<file path="src/rtl/viterbi_decoder_param.sv">
// Hard-decision Viterbi decoder for a rate-1/2 convolutional code.
// Decodes one received symbol at a time: an ACS over all states, one survivor
// column stored per symbol, then a sliding-window traceback emits the oldest bit.
// A frame ending with in_last is flushed so that every accepted symbol yields
// exactly one decoded bit.
module viterbi_decoder_param #(
  parameter int           K    = 3,
  parameter logic [K-1:0] G0   = 3'b111,
  parameter logic [K-1:0] G1   = 3'b101,
  parameter int           TB   = 15,
  parameter int           PM_W = 6
) (
  input  logic            clk,
  input  logic            rst_n,
  input  logic            in_valid,
  output logic            in_ready,
  input  logic [1:0]      in_sym,
  input  logic            in_last,
  output logic            out_valid,
  input  logic            out_ready,
  output logic            out_bit,
  output logic            out_last,
  output logic [PM_W-1:0] best_metric
);
  localparam int NS = 1 << (K - 1);
  localparam int SW = K - 1;
  localparam int PW = $clog2(TB);
  localparam int FW = $clog2(TB + 1);
  localparam logic [PM_W-1:0] PM_INIT = {2'b01, {(PM_W - 2){1'b0}}};

  typedef enum logic [1:0] {ST_ACCEPT, ST_ACS, ST_TRACE, ST_EMIT} state_t;

  state_t          state;
  logic [PM_W-1:0] pm [NS];
  logic [NS-1:0]   surv [TB];
  logic [PW-1:0]   wr_ptr, tr_col;
  logic [FW-1:0]   fill, tr_cnt;
  logic            flush;
  logic [1:0]      sym_q;
  logic [SW-1:0]   tr_state, best_state;

  logic [PM_W-1:0] cand0 [NS];
  logic [PM_W-1:0] cand1 [NS];
  logic [PM_W-1:0] pm_raw [NS];
  logic [PM_W-1:0] pm_new [NS];
  logic [NS-1:0]   dec_col;
  logic            all_msb;
  logic [PM_W-1:0] min_val;
  logic [SW-1:0]   min_state;
  logic [FW-1:0]   fill_inc, fill_dec;
  logic            tr_dec;
  logic [SW-1:0]   tr_next;

  // Predecessor of a state: drop the newest input, append the bit shifted out.
  function automatic logic [SW-1:0] pred_of(input logic [SW-1:0] st, input logic b);
    return {st[SW-2:0], b};
  endfunction

  // Hamming distance between the received pair and the branch prv -> nxt.
  function automatic logic [1:0] branch_metric(input logic [SW-1:0] nxt,
                                               input logic [SW-1:0] prv,
                                               input logic [1:0]    sym);
    logic [K-1:0] taps;
    taps = {nxt[SW-1], prv};
    return {1'b0, sym[1] ^ (^(G0 & taps))} + {1'b0, sym[0] ^ (^(G1 & taps))};
  endfunction

  function automatic logic [PW-1:0] ptr_inc(input logic [PW-1:0] p);
    return (p == PW'(TB - 1)) ? '0 : p + PW'(1);
  endfunction

  function automatic logic [PW-1:0] ptr_dec(input logic [PW-1:0] p);
    return (p == '0) ? PW'(TB - 1) : p - PW'(1);
  endfunction

  assign in_ready = (state == ST_ACCEPT);
  assign fill_inc = (fill == FW'(TB)) ? fill : fill + FW'(1);
  assign fill_dec = fill - FW'(1);
  assign tr_dec   = surv[tr_col][tr_state];
  assign tr_next  = (tr_cnt != '0) ? pred_of(tr_state, tr_dec) : tr_state;

  // ACS for all states, shared normalisation, and lowest-metric state search.
  // NOTE: combinational blocks use blocking '=' and give every output a value
  // on every path (defaults first), so no latch is inferred.
  always_comb begin
    all_msb   = 1'b1;
    min_val   = '0;
    min_state = '0;
    for (int s = 0; s < NS; s++) begin
      cand0[s]   = pm[pred_of(SW'(s), 1'b0)]
                 + PM_W'(branch_metric(SW'(s), pred_of(SW'(s), 1'b0), sym_q));
      cand1[s]   = pm[pred_of(SW'(s), 1'b1)]
                 + PM_W'(branch_metric(SW'(s), pred_of(SW'(s), 1'b1), sym_q));
      dec_col[s] = (cand1[s] < cand0[s]);
      pm_raw[s]  = dec_col[s] ? cand1[s] : cand0[s];
      all_msb    = all_msb & pm_raw[s][PM_W-1];
    end
    for (int s = 0; s < NS; s++) begin
      pm_new[s] = pm_raw[s];
      if (all_msb) pm_new[s][PM_W-1] = 1'b0;
    end
    min_val = pm_new[0];
    for (int s = 1; s < NS; s++) begin
      if (pm_new[s] < min_val) begin
        min_val   = pm_new[s];
        min_state = SW'(s);
      end
    end
  end

  // Survivor window: one decision column written per ACS.
  // NOTE: the survivor memory has no reset; fill tracks which columns hold
  // live decisions, so stale columns are never traced.
  always_ff @(posedge clk) begin
    if (state == ST_ACS) surv[wr_ptr] <= dec_col;
  end

  // Control FSM with path metrics, window pointers and registered outputs.
  always_ff @(posedge clk or negedge rst_n) begin
    if (!rst_n) begin
      state       <= ST_ACCEPT;
      for (int s = 0; s < NS; s++) pm[s] <= (s == 0) ? '0 : PM_INIT;
      wr_ptr      <= '0;
      fill        <= '0;
      flush       <= 1'b0;
      sym_q       <= '0;
      tr_col      <= '0;
      tr_cnt      <= '0;
      tr_state    <= '0;
      best_state  <= '0;
      best_metric <= '0;
      out_valid   <= 1'b0;
      out_bit     <= 1'b0;
      out_last    <= 1'b0;
    end else begin
      case (state)
        ST_ACCEPT: begin
          if (in_valid) begin
            sym_q <= in_sym;
            flush <= in_last;
            state <= ST_ACS;
          end
        end
        ST_ACS: begin
          for (int s = 0; s < NS; s++) pm[s] <= pm_new[s];
          best_metric <= min_val;
          best_state  <= min_state;
          wr_ptr      <= ptr_inc(wr_ptr);
          fill        <= fill_inc;
          if (fill_inc == FW'(TB) || flush) begin
            tr_col   <= wr_ptr;
            tr_state <= min_state;
            tr_cnt   <= fill_inc - FW'(1);
            state    <= ST_TRACE;
          end else begin
            state <= ST_ACCEPT;
          end
        end
        ST_TRACE: begin
          // The final step goes straight to the output register.
          if (tr_cnt <= FW'(1)) begin
            out_bit   <= tr_next[SW-1];
            out_last  <= flush && (fill == FW'(1));
            out_valid <= 1'b1;
            state     <= ST_EMIT;
          end else begin
            tr_state <= tr_next;
            tr_col   <= ptr_dec(tr_col);
            tr_cnt   <= tr_cnt - FW'(1);
          end
        end
        ST_EMIT: begin
          if (out_ready) begin
            out_valid <= 1'b0;
            out_last  <= 1'b0;
            fill      <= fill_dec;
            if (flush && fill_dec != '0) begin
              tr_col   <= ptr_dec(wr_ptr);
              tr_state <= best_state;
              tr_cnt   <= fill_dec - FW'(1);
              state    <= ST_TRACE;
            end else if (flush) begin
              for (int s = 0; s < NS; s++) pm[s] <= (s == 0) ? '0 : PM_INIT;
              wr_ptr <= '0;
              flush  <= 1'b0;
              state  <= ST_ACCEPT;
            end else begin
              state <= ST_ACCEPT;
            end
          end
        end
        default: state <= ST_ACCEPT;
      endcase
    end
  end

endmodule

</file>
<file path="config.mk">
export PLATFORM = sky130hd
export DESIGN_NAME = viterbi_decoder_param
export DESIGN_NICKNAME = d
export VERILOG_FILES = /design/src/rtl/viterbi_decoder_param.sv
export SDC_FILE = /design/constraint.sdc
export NUM_CORES = 1
export LEC_CHECK = 0
export BUFFER_PORTS_ARGS = -buffer_cell sky130_fd_sc_hd__buf_2
export CORE_UTILIZATION = 63
export DETAILED_ROUTE_END_ITERATION = 8
export PLACE_DENSITY = 0.82
export SLEW_MARGIN = 40
export SYNTH_ARGS = -nofsm -noshare
export SYNTH_HDL_FRONTEND = slang
export SYNTH_SLANG_ARGS = --single-unit
</file>
<file path="constraint.sdc">
create_clock -name clk -period 10.1 [get_ports clk]
set_input_delay 0.505 -clock clk [delete_from_list [all_inputs] [get_ports clk]]
set_output_delay 0.505 -clock clk [all_outputs]
set_load 0.01 [all_outputs]
</file>
=== After elaboration in Yosys (flattened, before gate mapping) ===
Memories as Yosys holds them, arrays and structs flattened.
Cells that the tools add are included.

* Logic and storage cells: 153
* Flip-flop bits (word level): 58
* Bits in writable memories: 60
* Memories: 1
* Output and inout port bits: 10

* Reductions and logical operators: 21
* Equal/unequal tests: 16
* Add/subtract/negate cells: 20
* $lt $le $gt $ge: 9
* Bitwise logic cells: 5
* Mux-type cells: 63

{| class="wikitable"
|+ Memory list
! memory !! depth !! width !! read ports !! clocked after Yosys merged registers in !! wr ports !! line !! source
|-
| surv || 15 || 4 || 1 || 0 || 1 || 35 || <nowiki>logic [NS-1:0] surv [TB];</nowiki>
|}

{| class="wikitable"
|+ Operators with widths
! cell !! number
|-
| $mux 24 || 3
|-
| $mux 4 || 16
|-
| $add 6x2->6 || 8
|-
| $pmux 24 s2 || 1
|-
| $lt 6x6->1 || 7
|-
| $mux 6 || 7
|-
| $mux 2 || 12
|-
| $pmux 4 s3 || 2
|-
| $sub 4x1->4 const B || 6
|-
| $ne 2x2->1 const B || 8
|-
| $pmux 4 s2 || 2
|-
| $mux 1 || 14
|-
| $eq 4x4->1 const B || 3
|-
| $add 1x1->2 || 4
|-
| $add 4x1->4 const B || 2
|-
| $logic_not 4->1 || 2
|-
| $pmux 2 s4 || 1
|-
| $reduce_and 4->1 || 2
|-
| $reduce_bool 4->1 || 2
|-
| $pmux 1 s2 || 3
|-
| $pmux 2 s3 || 1
|-
| $reduce_and 2->1 || 3
|-
| $reduce_and 3->1 || 2
|-
| $reduce_and 6->1 || 1
|-
| 15 further kinds || 22
|}

=== Logic depth before layout (Yosys ltp) ===
Gate-level depths: netlist of run 1.

* Depth in word-level cells: 17
* Mapped depth: 44
* Depth with buffers taken out: 42

=== Worst setup path before layout of run 1 ===
OpenSTA, ideal clock, no wires.

* Path kind: flip-flop to flip-flop
* From: reg sym_q[0]
* To: reg best_metric[3]
* Data arrival time: 8.707 ns
* Setup slack: 1.257 ns
* Data required time: 9.965 ns
* Path buffers: 2
* Library setup time: 0.135 ns
* Cell stages (with the launch flop): 41
* Cells stage by stage: dfrtp_1 > inv_1 > ha_1 > inv_1 > ha_1 > a21oi_1 > a311oi_1 > xnor2_1 > inv_1 > ha_1 > and3_1 > a21oi_1 > mux2i_1 > nand3_1 > o31a_1 > ha_1 > nand2_1 > nor2_1 > (+5 left out) > a21o_1 > a21o_1 > a21oi_1 > nand4_1 > o21ai_1 > buf_2 > mux2_2 > ha_1 > a21o_1 > a21o_1 > a211oi_1 > and2_1 > o211ai_1 > o21a_1 > buf_2 > or3_1 > o31ai_1 > a211oi_1

{| class="wikitable"
|+ RTL lines
! item !! line !! source
|-
| start: declaration || 39 || <nowiki>logic [1:0] sym_q;</nowiki>
|-
| start signal: assignment || 139 || <nowiki>sym_q <= in_sym;</nowiki>
|-
| $not 1->1 (no source line) || - ||
|-
| $add 1x1->2 || 65 || <nowiki>return {1'b0, sym[1] ^ (^(G0 & taps))} + {1'b0, sym[0] ^ (^(G1 & taps))};</nowiki>
|-
| $add 6x2->6 || 91 || <nowiki>+ PM_W'(branch_metric(SW'(s), pred_of(SW'(s), 1'b0), sym_q));</nowiki>
|-
| $lt 6x6->1 (*) || 94 || <nowiki>dec_col[s] = (cand1[s] < cand0[s]);</nowiki>
|-
| named net dec_col[3] || 46 || <nowiki>logic [NS-1:0] dec_col;</nowiki>
|-
| $mux 6 (*) || 95 || <nowiki>pm_raw[s] = dec_col[s] ? cand1[s] : cand0[s];</nowiki>
|-
| $and 1x1->1 || 96 || <nowiki>all_msb = all_msb & pm_raw[s][PM_W-1];</nowiki>
|-
| $mux 1 || 100 || <nowiki>if (all_msb) pm_new[s][PM_W-1] = 1'b0;</nowiki>
|-
| $lt 6x6->1 || 104 || <nowiki>if (pm_new[s] < min_val) begin</nowiki>
|-
| $mux 6 || 104 ||
|-
| $lt 6x6->1 || 104 ||
|-
| $mux 6 || 104 ||
|-
| $lt 6x6->1 || 104 ||
|-
| $mux 6 (*) || 104 ||
|-
| end signal: assignment || 146 || <nowiki>best_metric <= min_val;</nowiki>
|-
| end: declaration || 23 || <nowiki>output logic [PM_W-1:0] best_metric</nowiki>
|}

The timed path passes the listed nets; every way through them passes the cells marked *.
A chain may end at the register's enable or synchronous reset.

=== Worst setup path in the final report of run 1 ===
* From: reg sym_q[0]
* To: reg best_metric[4]

* Longest elaborated chain between the ends: 15

{| class="wikitable"
|+ Ends and longest elaborated chain
! item !! line !! source
|-
| $not 1->1 (no source line) || - ||
|-
| $add 1x1->2 || 65 ||
|-
| $add 6x2->6 || 93 || <nowiki>+ PM_W'(branch_metric(SW'(s), pred_of(SW'(s), 1'b1), sym_q));</nowiki>
|-
| $lt 6x6->1 || 94 ||
|-
| $mux 6 || 95 ||
|-
| $and 1x1->1 (3 in a row) || 96 ||
|-
| $mux 1 || 100 ||
|-
| $lt 6x6->1 || 104 ||
|-
| $mux 6 || 104 ||
|-
| $lt 6x6->1 || 104 ||
|-
| $mux 6 || 104 ||
|-
| $lt 6x6->1 || 104 ||
|-
| $mux 6 (*) || 104 ||
|}

Mark *: on every way between the ends. The rest lies on a longest branch, timed or not.

==> results of run 1 <==
-- Yosys cell counts, types with 3 or more instances --
| library cell | instances |
|---|---|
| inv_1 | 53 |
| or3_1 | 4 |
| o21ai_0 | 55 |
| a21oi_1 | 49 |
| a31oi_1 | 6 |
| nand3b_1 | 3 |
| a22o_1 | 7 |
| and3_1 | 11 |
| buf_2 | 4 |
| o21ai_1 | 4 |
| clkbuf_1 | 33 |
| nor2_1 | 61 |
| a311o_1 | 4 |
| mux4_2 | 17 |
| a211oi_1 | 9 |
| nor2b_1 | 12 |
| dfrtp_1 | 55 |
| and2_1 | 5 |
| o211ai_1 | 3 |
| edfxtp_1 | 60 |
| xor2_1 | 20 |
| o32ai_1 | 4 |
| mux2i_1 | 23 |
| o31ai_1 | 5 |
| nor3b_1 | 3 |
| xnor2_1 | 25 |
| o22ai_1 | 8 |
| nor3_1 | 17 |
| ha_1 | 66 |
| nand2b_1 | 14 |
| a221o_1 | 3 |
| a21o_1 | 11 |
| a311oi_1 | 3 |
| nand2_1 | 70 |
| dfstp_2 | 3 |
| mux2_2 | 6 |
| nand3_1 | 15 |
| nand4_1 | 6 |
| o21a_1 | 5 |
| buf_1 | 3 |
-- metal layers --
metal	part of all wire, %	track usage, %	wire, um
met1	41	38.7	8070
met2	49	53.6	9610
met3	5.6	6.67	1110
met4	4.2	17.8	830
met5	0	0	0
-- logic make-up after synthesis --
kind of cell / Yosys count / synth area share, %
AOI/OAI and AO/OA: 197 / 16.2
buffers and inverters: 94 / 4.59
and+or+nand+nor: 228 / 13.7
DFF: 118 / 40.9
adders and majority gates: 67 / 10.5
muxes: 48 / 8.92
xor gates and xnor gates: 46 / 5.15
-- layout by cell type (no fill, tap or decap), drive strengths merged, types with 23 or more instances in the layout --
master  Yosys  layout
a21oi      50      50
buf         8      23
dfrtp      55      55
edfxtp     60      60
ha         66      66
inv        53      54
mux2i      23      23
nand2      70      70
nor2       61      61
o21ai      59      59
xnor2      26      26
-- worst max path at each step --
stage	from	cells past startpoint	slack (ns)	to
after floorplan	sym_q[0]	40	1.26	best_metric[3]
after global placement	sym_q[0]	40	1.33	best_metric[2]
after detailed placement	sym_q[0]	40	0.84	best_metric[4]
after CTS	sym_q[0]	40	0.81	best_metric[4]
after global routing	sym_q[0]	40	0.07	best_metric[4]
final	sym_q[0]	41	0.70	best_metric[4]
-- worst max-delay path, delay by kind of cell, from the launching register on --
family          cells  cell delay, ns
flops               1            0.43
compound gates     15            3.43
simple gates       12            1.89
buf+inv             4            0.51
fa+ha+maj           7            2.13
xor+xnor            1            0.21
mux                 2            0.69
-- per-stage QoR --
stage / instances / hold slack [ns] / cell area [um2]
after detailed placement: 947 / 0.470 / 8150
after CTS: 979 / 0.268 / 8710
after global placement: 947 / 0.454 / 8140
after floorplan: 798 / 0.209 / 7970
after global routing: 980 / 0.149 / 8730
final: 980 / 0.123 / 8730
-- layout make-up --
class,count,area share [%]
Sequential cell,118,37.3
Timing Repair Buffer,23,1.66
Tap cell,168,2.41
Clock buffer,18,4.91
Multi-Input combinational cell,586,49.9
Clock inverter,14,1.55
Inverter,53,2.28
-- sequential cells by signal (all words and copies together), names as in the netlist --
signal       cells
pm              24
out_bit          1
tr_cnt           4
sym_q            2
fill             4
best_metric      6
surv            60
out_last         1
state            2
tr_col           4
best_state       2
wr_ptr           4
out_valid        1
tr_state         2
flush            1
==> results.tsv, run 1 <==
metric	value	unit
R2R cell count	41	
share of cells above drive strength 1	11.7	%
CTS buffer count	17	
CTS clk-pin slew, worst paths	0.06	ns
CTS Hold Bufs	0	
first-pass GRT wire length	31200	um
FF-to-FF Start	sym_q[0]	
worst rel slew slack	37.9	%
Yosys cell types	67	
setup-violating endpoint count in the final report	0	
Netlist Area Pre-Place	7970	um2
final hold violation count	0	
Core Area	12200	um2
NumNets Final	872	
GRT overflow	0	
Detailed Place HPWL	14100	um
Synth Flop Type	edfxtp_1	
worst r2r dst	best_metric[4]	
Worst Setup Path Type	reg2reg	
clk buf depth	2	
Worst setup SP type	flop	
Clock Sinks	118	
First-pass DRT Iterations	5	
Slowest cell on crit path	a211oi_1	
die area	13100	um2
Seq. cell area	3260	um2
CTS tree	yes	
vias in the first global route	6052	
leading post-synthesis cells by cell area	edfxtp_1 (23%), dfrtp_1 (17%), ha_1 (10%)	
Rows	40	
die height	114	um
initial core utilization	65.5	%
detailed-route via count	6194	
fin crit period	9.40	ns
DRC	0	
1st-iter DRT viols	577	
syn nets	871	
post-synthesis register bit count	118	
wire per inst	20.0	um
Multi-input gate area	4360	um2
Final ANT Viol Nets	0	
antenna cells	0	
Max stage delay on crit path	0.49	ns
antenna violations before repair	0	
gr usage total	32.0	%
Worst R2R Setup Slack	0.70	ns
Ports	17	
synth warn	0	
worst hold-check path type	in2async	
H-tree levels	4	
FILL cells	840	
post-cts gate resize count	0	
asr flop ratio synth	49.2	%
Tcrit/Tclk final	93.1	%
outcome	completed	
Gate Count Post-Synth	798	
area leader, netlist	edfxtp_1	
setup repair after global routing missed its margin	false	
register area share after synthesis	40.9	%
Final GP Congestion	0.912	
final WL	19600	um
Post-synth EDFFs	60	
MaxCap Viol Count	0	
worst slew pin tran	0.922	ns
critical-path maximum fanout	12	
Via-to-Cell Ratio	6.32	
Worst EP required	10.42	ns
skew final	0.00694	ns
Slew Limit Fails	0	
Post-CTS Setup Repair Bufs	0	
Synth Area per Inst	9.98	um2
Top cell by count, worst path	ha_1	
Die W	114	um
Placement Setup Slack	0.844	ns
Port Buf Inserts	16	
Setup crit end kind	flop	
final worst setup slack	0.699	ns
setup_tns	0	ns
share of the synthesized area in the top cell type	22.6	%
worst skew pair latency	0.42	ns
CP arrival	9.72	ns
area grow syn2layout	9.65	%
fin util	71.8	%
largest net degree at the start of global routing	59	
CTS Root Cell	clkbuf_16	
highest achievable clock rate	106	MHz
Power of run 1 is not shown: default switching activity piles up to over one toggle a cycle in this logic, so the estimate is an artifact.
==> inputs of run 2 (changes only) <==
--- a/config.mk
+++ b/config.mk
@@ -6,9 +6,11 @@
 export NUM_CORES = 1
 export LEC_CHECK = 0
 export BUFFER_PORTS_ARGS = -buffer_cell sky130_fd_sc_hd__buf_2
-export CORE_UTILIZATION = 63
+export CELL_PAD_IN_SITES_DETAIL_PLACEMENT = 1
+export CELL_PAD_IN_SITES_GLOBAL_PLACEMENT = 1
+export CORE_UTILIZATION = 51
 export DETAILED_ROUTE_END_ITERATION = 8
-export PLACE_DENSITY = 0.82
+export PLACE_DENSITY = 0.83
 export SLEW_MARGIN = 40
 export SYNTH_ARGS = -nofsm -noshare
 export SYNTH_HDL_FRONTEND = slang
==> run 2 against run 1 <==
Net effect: register-to-register slack worse by 0.07 ns; highest routed layer unchanged; critical path type unchanged; core utilization fell by 14 points; cell count up 2.2%; count of clock-buffer cells in the layout decreased by 1.
==> results.tsv, run 2 (synthesis gave the netlist of run 1 again) <==
metric	value	unit
detailed-route via count	6285	
initial core utilization	52.4	%
fin util	57.6	%
leading cell type in the layout, fill and taps excluded	nand2_1	
Clock Sinks	118	
worst slew pin tran	0.837	ns
met3 wire length	737	um
skew final	0.0118	ns
max reg flops	60	
Slew Limit Fails	0	
worst skew pair latency	0.43	ns
Placement Setup Slack	0.621	ns
Ports	17	
first-pass GRT wire length	36000	um
most frequent cells in the layout	nand2_1 (70), ha_1 (66), nor2_1 (61)	
largest net degree at the start of global routing	59	
1st-iter DRT viols	387	
First-pass DRT Iterations	5	
CTS Root Cell	clkbuf_16	
final WL	22500	um
final worst setup slack	0.628	ns
die height	127	um
highest achievable clock rate	106	MHz
setup repair after global routing missed its margin	false	
Detailed Place HPWL	16300	um
antenna violations before repair	0	
final hold violation count	0	
worst hold-check path type	in2async	
setup-violating endpoint count in the final report	0	
Setup crit end kind	flop	
worst rel slew slack	44.2	%
Tcrit/Tclk final	93.8	%
gr usage total	29.6	%
CP arrival	9.79	ns
FILL cells	1689	
MaxCap Viol Count	0	
die area	16100	um2
CTS clk-pin slew, worst paths	0.06	ns
vias in the first global route	6685	
clk buf depth	2	
share of cells above drive strength 1	12.2	%
met1 wire length	9620	um
Worst setup SP type	flop	
NumNets Final	874	
Rows	45	
Max stage delay on crit path	0.46	ns
setup_tns	0	ns
DRC	0	
Port Buf Inserts	16	
GRT overflow	0	
CTS buffer count	17	
Slowest cell on crit path	a221o_1	
Worst EP required	10.42	ns
fin crit period	9.47	ns
wire per inst	22.5	um
CTS tree	yes	
Top cell by count, worst path	ha_1	
H-tree levels	4	
critical-path maximum fanout	12	
outcome	completed	
antenna cells	0	
CTS Hold Bufs	0	
Largest Register	surv	
Final ANT Viol Nets	0	
area grow syn2layout	9.91	%
Final GP Congestion	0.928	
Worst Setup Path Type	reg2reg	
Core Area	15200	um2
highest metal used	met4	
Via-to-Cell Ratio	6.27	
met2 wire len	11200	um
Die W	127	um
biggest regs	surv (60), pm (24), best_metric (6)	
## run 2: changes by cell type in the layout (fill, tap and decap cells not counted), moves of 2 or more
cell        before  now
clkinv_4         2    4
buf_4            6    8
inv_6            1    5
clkinv_2         6    1
clkinvlp_4       2    4
bufinv_16        2    0
## run 2: worst paths after layout
check	from	endpoint	slack, ns	depth (start not counted)
setup reg to reg	sym_q[1]	best_metric[4]	0.63	41
setup / recovery	sym_q[1]	best_metric[4]	0.63	41
hold / removal	rst_n	tr_col[0]	0.15	2
hold reg to reg	best_metric[0]	best_metric[0]	0.49	2
min in group clk	in_last	flush	0.34	2
max in group asynchronous	rst_n	pm[8]	9.53	2
## run 2: final cells by class
class / count / area (um2) / share of cell area, %
flip-flops and latches: 118 / 3260 / 37.2
well taps: 188 / 235 / 2.69
repair buffers: 25 / 151 / 1.73
multi-input cells: 586 / 4360 / 49.8
clock inverters: 15 / 121 / 1.39
inverters: 53 / 203 / 2.32
clock buffers: 17 / 425 / 4.86
## run 2: critical path, delay by kind of cell (launching register included)
family / cells / cell delay, ns
simple gates: 11 / 1.72
xor+xnor: 1 / 0.28
flops: 1 / 0.44
fa+ha+maj: 7 / 2.18
buf+inv: 4 / 0.52
mux: 2 / 0.74
compound gates: 16 / 3.48
## run 2: repair_timing
item | 4_1_cts | 5_1_grt
buffers inserted | 0 | 2
endpoints found under the setup margin | 0 | 4
gates resized for setup | 0 | 2
## run 2: per-layer routing
metal / track usage [%] / vias up
li1: - / 2913
met1: 35.4 / 3158
met2: 51.0 / 149
met3: 5.19 / 65
met4: 15.7 / 0
met5: 0 / -
## run 2: stage by stage
stage / area, um2 / instances / hold slack (ns)
floorplan: 7970 / 798 / 0.209
global placement: 8170 / 968 / 0.463
detailed placement: 8180 / 968 / 0.472
CTS: 8730 / 1000 / 0.271
global route: 8750 / 1002 / 0.201
finish: 8750 / 1002 / 0.153
Power of run 2 is left out for the same reason.
==> inputs of run 3 (changes only) <==
==> constraint.sdc (replaced) <==
create_clock -name clk -period 9.5 [get_ports clk]
set_input_delay 0.475 -clock clk [delete_from_list [all_inputs] [get_ports clk]]
set_output_delay 0.475 -clock clk [all_outputs]
set_load 0.1 [all_outputs]
==> run 3 against run 2 <==
Net effect: critical path depth down 1; wire length increased by 3.1%; sequential share of layout area decreased by 0.52 points; core utilization is 0.81 points higher; hold slack got worse by 0.022 ns; count of clock-buffer cells in the layout unchanged; clock skew is essentially flat; die area unchanged; cell count grew 0.60%; non-clock buffer count increased by 6; first-iteration DRC count grew 13%; maximum frequency rose by 4.5%.
==> results.tsv, run 3 (synthesis gave the netlist of run 1 again) <==
metric	value	unit
outcome	completed	
1st-iter DRT viols	438	
Port Buf Inserts	16	
GRT overflow	0	
Final ANT Viol Nets	0	
Worst setup SP type	flop	
Rows	45	
Detailed Place HPWL	16500	um
Worst EP required	9.83	ns
die area	16100	um2
Clock Sinks	118	
CTS clk-pin slew, worst paths	0.07	ns
share of cells above drive strength 1	14.0	%
Placement Setup Slack	0.0489	ns
largest net degree at the start of global routing	59	
setup_tns	0	ns
CTS buffer count	17	
worst rel slew slack	46.1	%
Slowest cell on crit path	a221o_2	
wire per inst	23.0	um
max reg flops	60	
critical-path maximum fanout	10	
Slew Limit Fails	0	
MaxCap Viol Count	0	
Top cell by count, worst path	ha_1	
gr usage total	30.3	%
skew final	0.0123	ns
Worst Setup Path Type	reg2reg	
most frequent cells in the layout	nand2_1 (70), ha_1 (65), nor2_1 (61)	
CP arrival	9.40	ns
leading cell type in the layout, fill and taps excluded	nand2_1	
first-pass GRT wire length	36900	um
area grow syn2layout	11.5	%
clk buf depth	2	
detailed-route via count	6344	
setup-violating endpoint count in the final report	0	
Setup crit end kind	flop	
H-tree levels	4	
Die W	127	um
final hold violation count	0	
worst skew pair latency	0.43	ns
Core Area	15200	um2
highest achievable clock rate	110	MHz
Tcrit/Tclk final	95.4	%
CTS tree	yes	
DRC	0	
FILL cells	1661	
Max stage delay on crit path	0.47	ns
vias in the first global route	6870	
Largest Register	surv	
biggest regs	surv (60), pm (24), best_metric (6)	
fin util	58.4	%
antenna cells	0	
First-pass DRT Iterations	5	
CTS Root Cell	clkbuf_16	
die height	127	um
NumNets Final	880	
fin crit period	9.07	ns
initial core utilization	52.4	%
Ports	17	
worst hold-check path type	in2async	
final worst setup slack	0.434	ns
setup repair after global routing missed its margin	false	
Final GP Congestion	0.892	
Via-to-Cell Ratio	6.29	
antenna violations before repair	0	
final WL	23200	um
worst slew pin tran	0.802	ns
[run 3: cell count changes in the layout (fill, tap and decap cells not counted), moves of 2 or more]
cell      previous run  this run
inv_6                5         7
clkinv_4             4         0
a21oi_1             47        44
a21oi_2              3         6
buf_4                8        14
inv_8                1         4
[run 3: critical path: cells and delay by family, from the launching register on]
kind	cells	cell delay (ns)
AO/OA/AOI/OAI	17	3.54
buffers and inverters	4	0.45
multiplexers	3	1.06
XOR/XNOR	1	0.30
flip-flops	1	0.45
AND/OR/NAND/NOR	9	1.37
adder cells (fa/ha/maj)	6	1.80
[run 3: metal layers]
layer	vias to the layer above	GRT usage, %	part of all wire (%)
met2	177	54.7	53
met1	3179	35.0	40
met3	64	4.90	3.6
li1	2924	-	-
met5	-	0	0
met4	0	15.0	4.0
[run 3: stage by stage]
stage,std cells,area (um2),hold WS [ns]
floorplan,798,7970,0.179
global placement,968,8170,0.456
detailed placement,968,8180,0.462
CTS,1000,8770,0.269
global route,1008,8880,0.173
finish,1008,8880,0.131
[run 3: cell type report]
class / count / area [um2] / share of cell area [%]
timing repair buffer: 31 / 196 / 2.21
sequential: 118 / 3260 / 36.7
tap: 188 / 235 / 2.65
multi-input combinational: 586 / 4400 / 49.6
clock inverter: 15 / 159 / 1.79
clock buffer: 17 / 425 / 4.79
inverter: 53 / 203 / 2.28
[run 3: what timing repair did]
action	CTS	global route
gates cloned	0	0
resized for setup	2	11
endpoints found under the hold margin	0	0
setup endpoints to repair	4	9
hold buffers	0	0
buffers inserted	0	8
pin swaps	0	2
[run 3: worst paths after layout]
kind	cells past startpoint	endpoint	start	slack (ns)
hold / removal	2	fill[2]	rst_n	0.13
hold reg to reg	1	out_valid	out_valid	0.48
setup reg to reg	40	best_metric[4]	sym_q[0]	0.43
setup / recovery	40	best_metric[4]	sym_q[0]	0.43
max in group asynchronous	2	pm[14]	rst_n	8.94
min in group clk	2	flush	in_last	0.33
Power of run 3 is left out for the same reason.
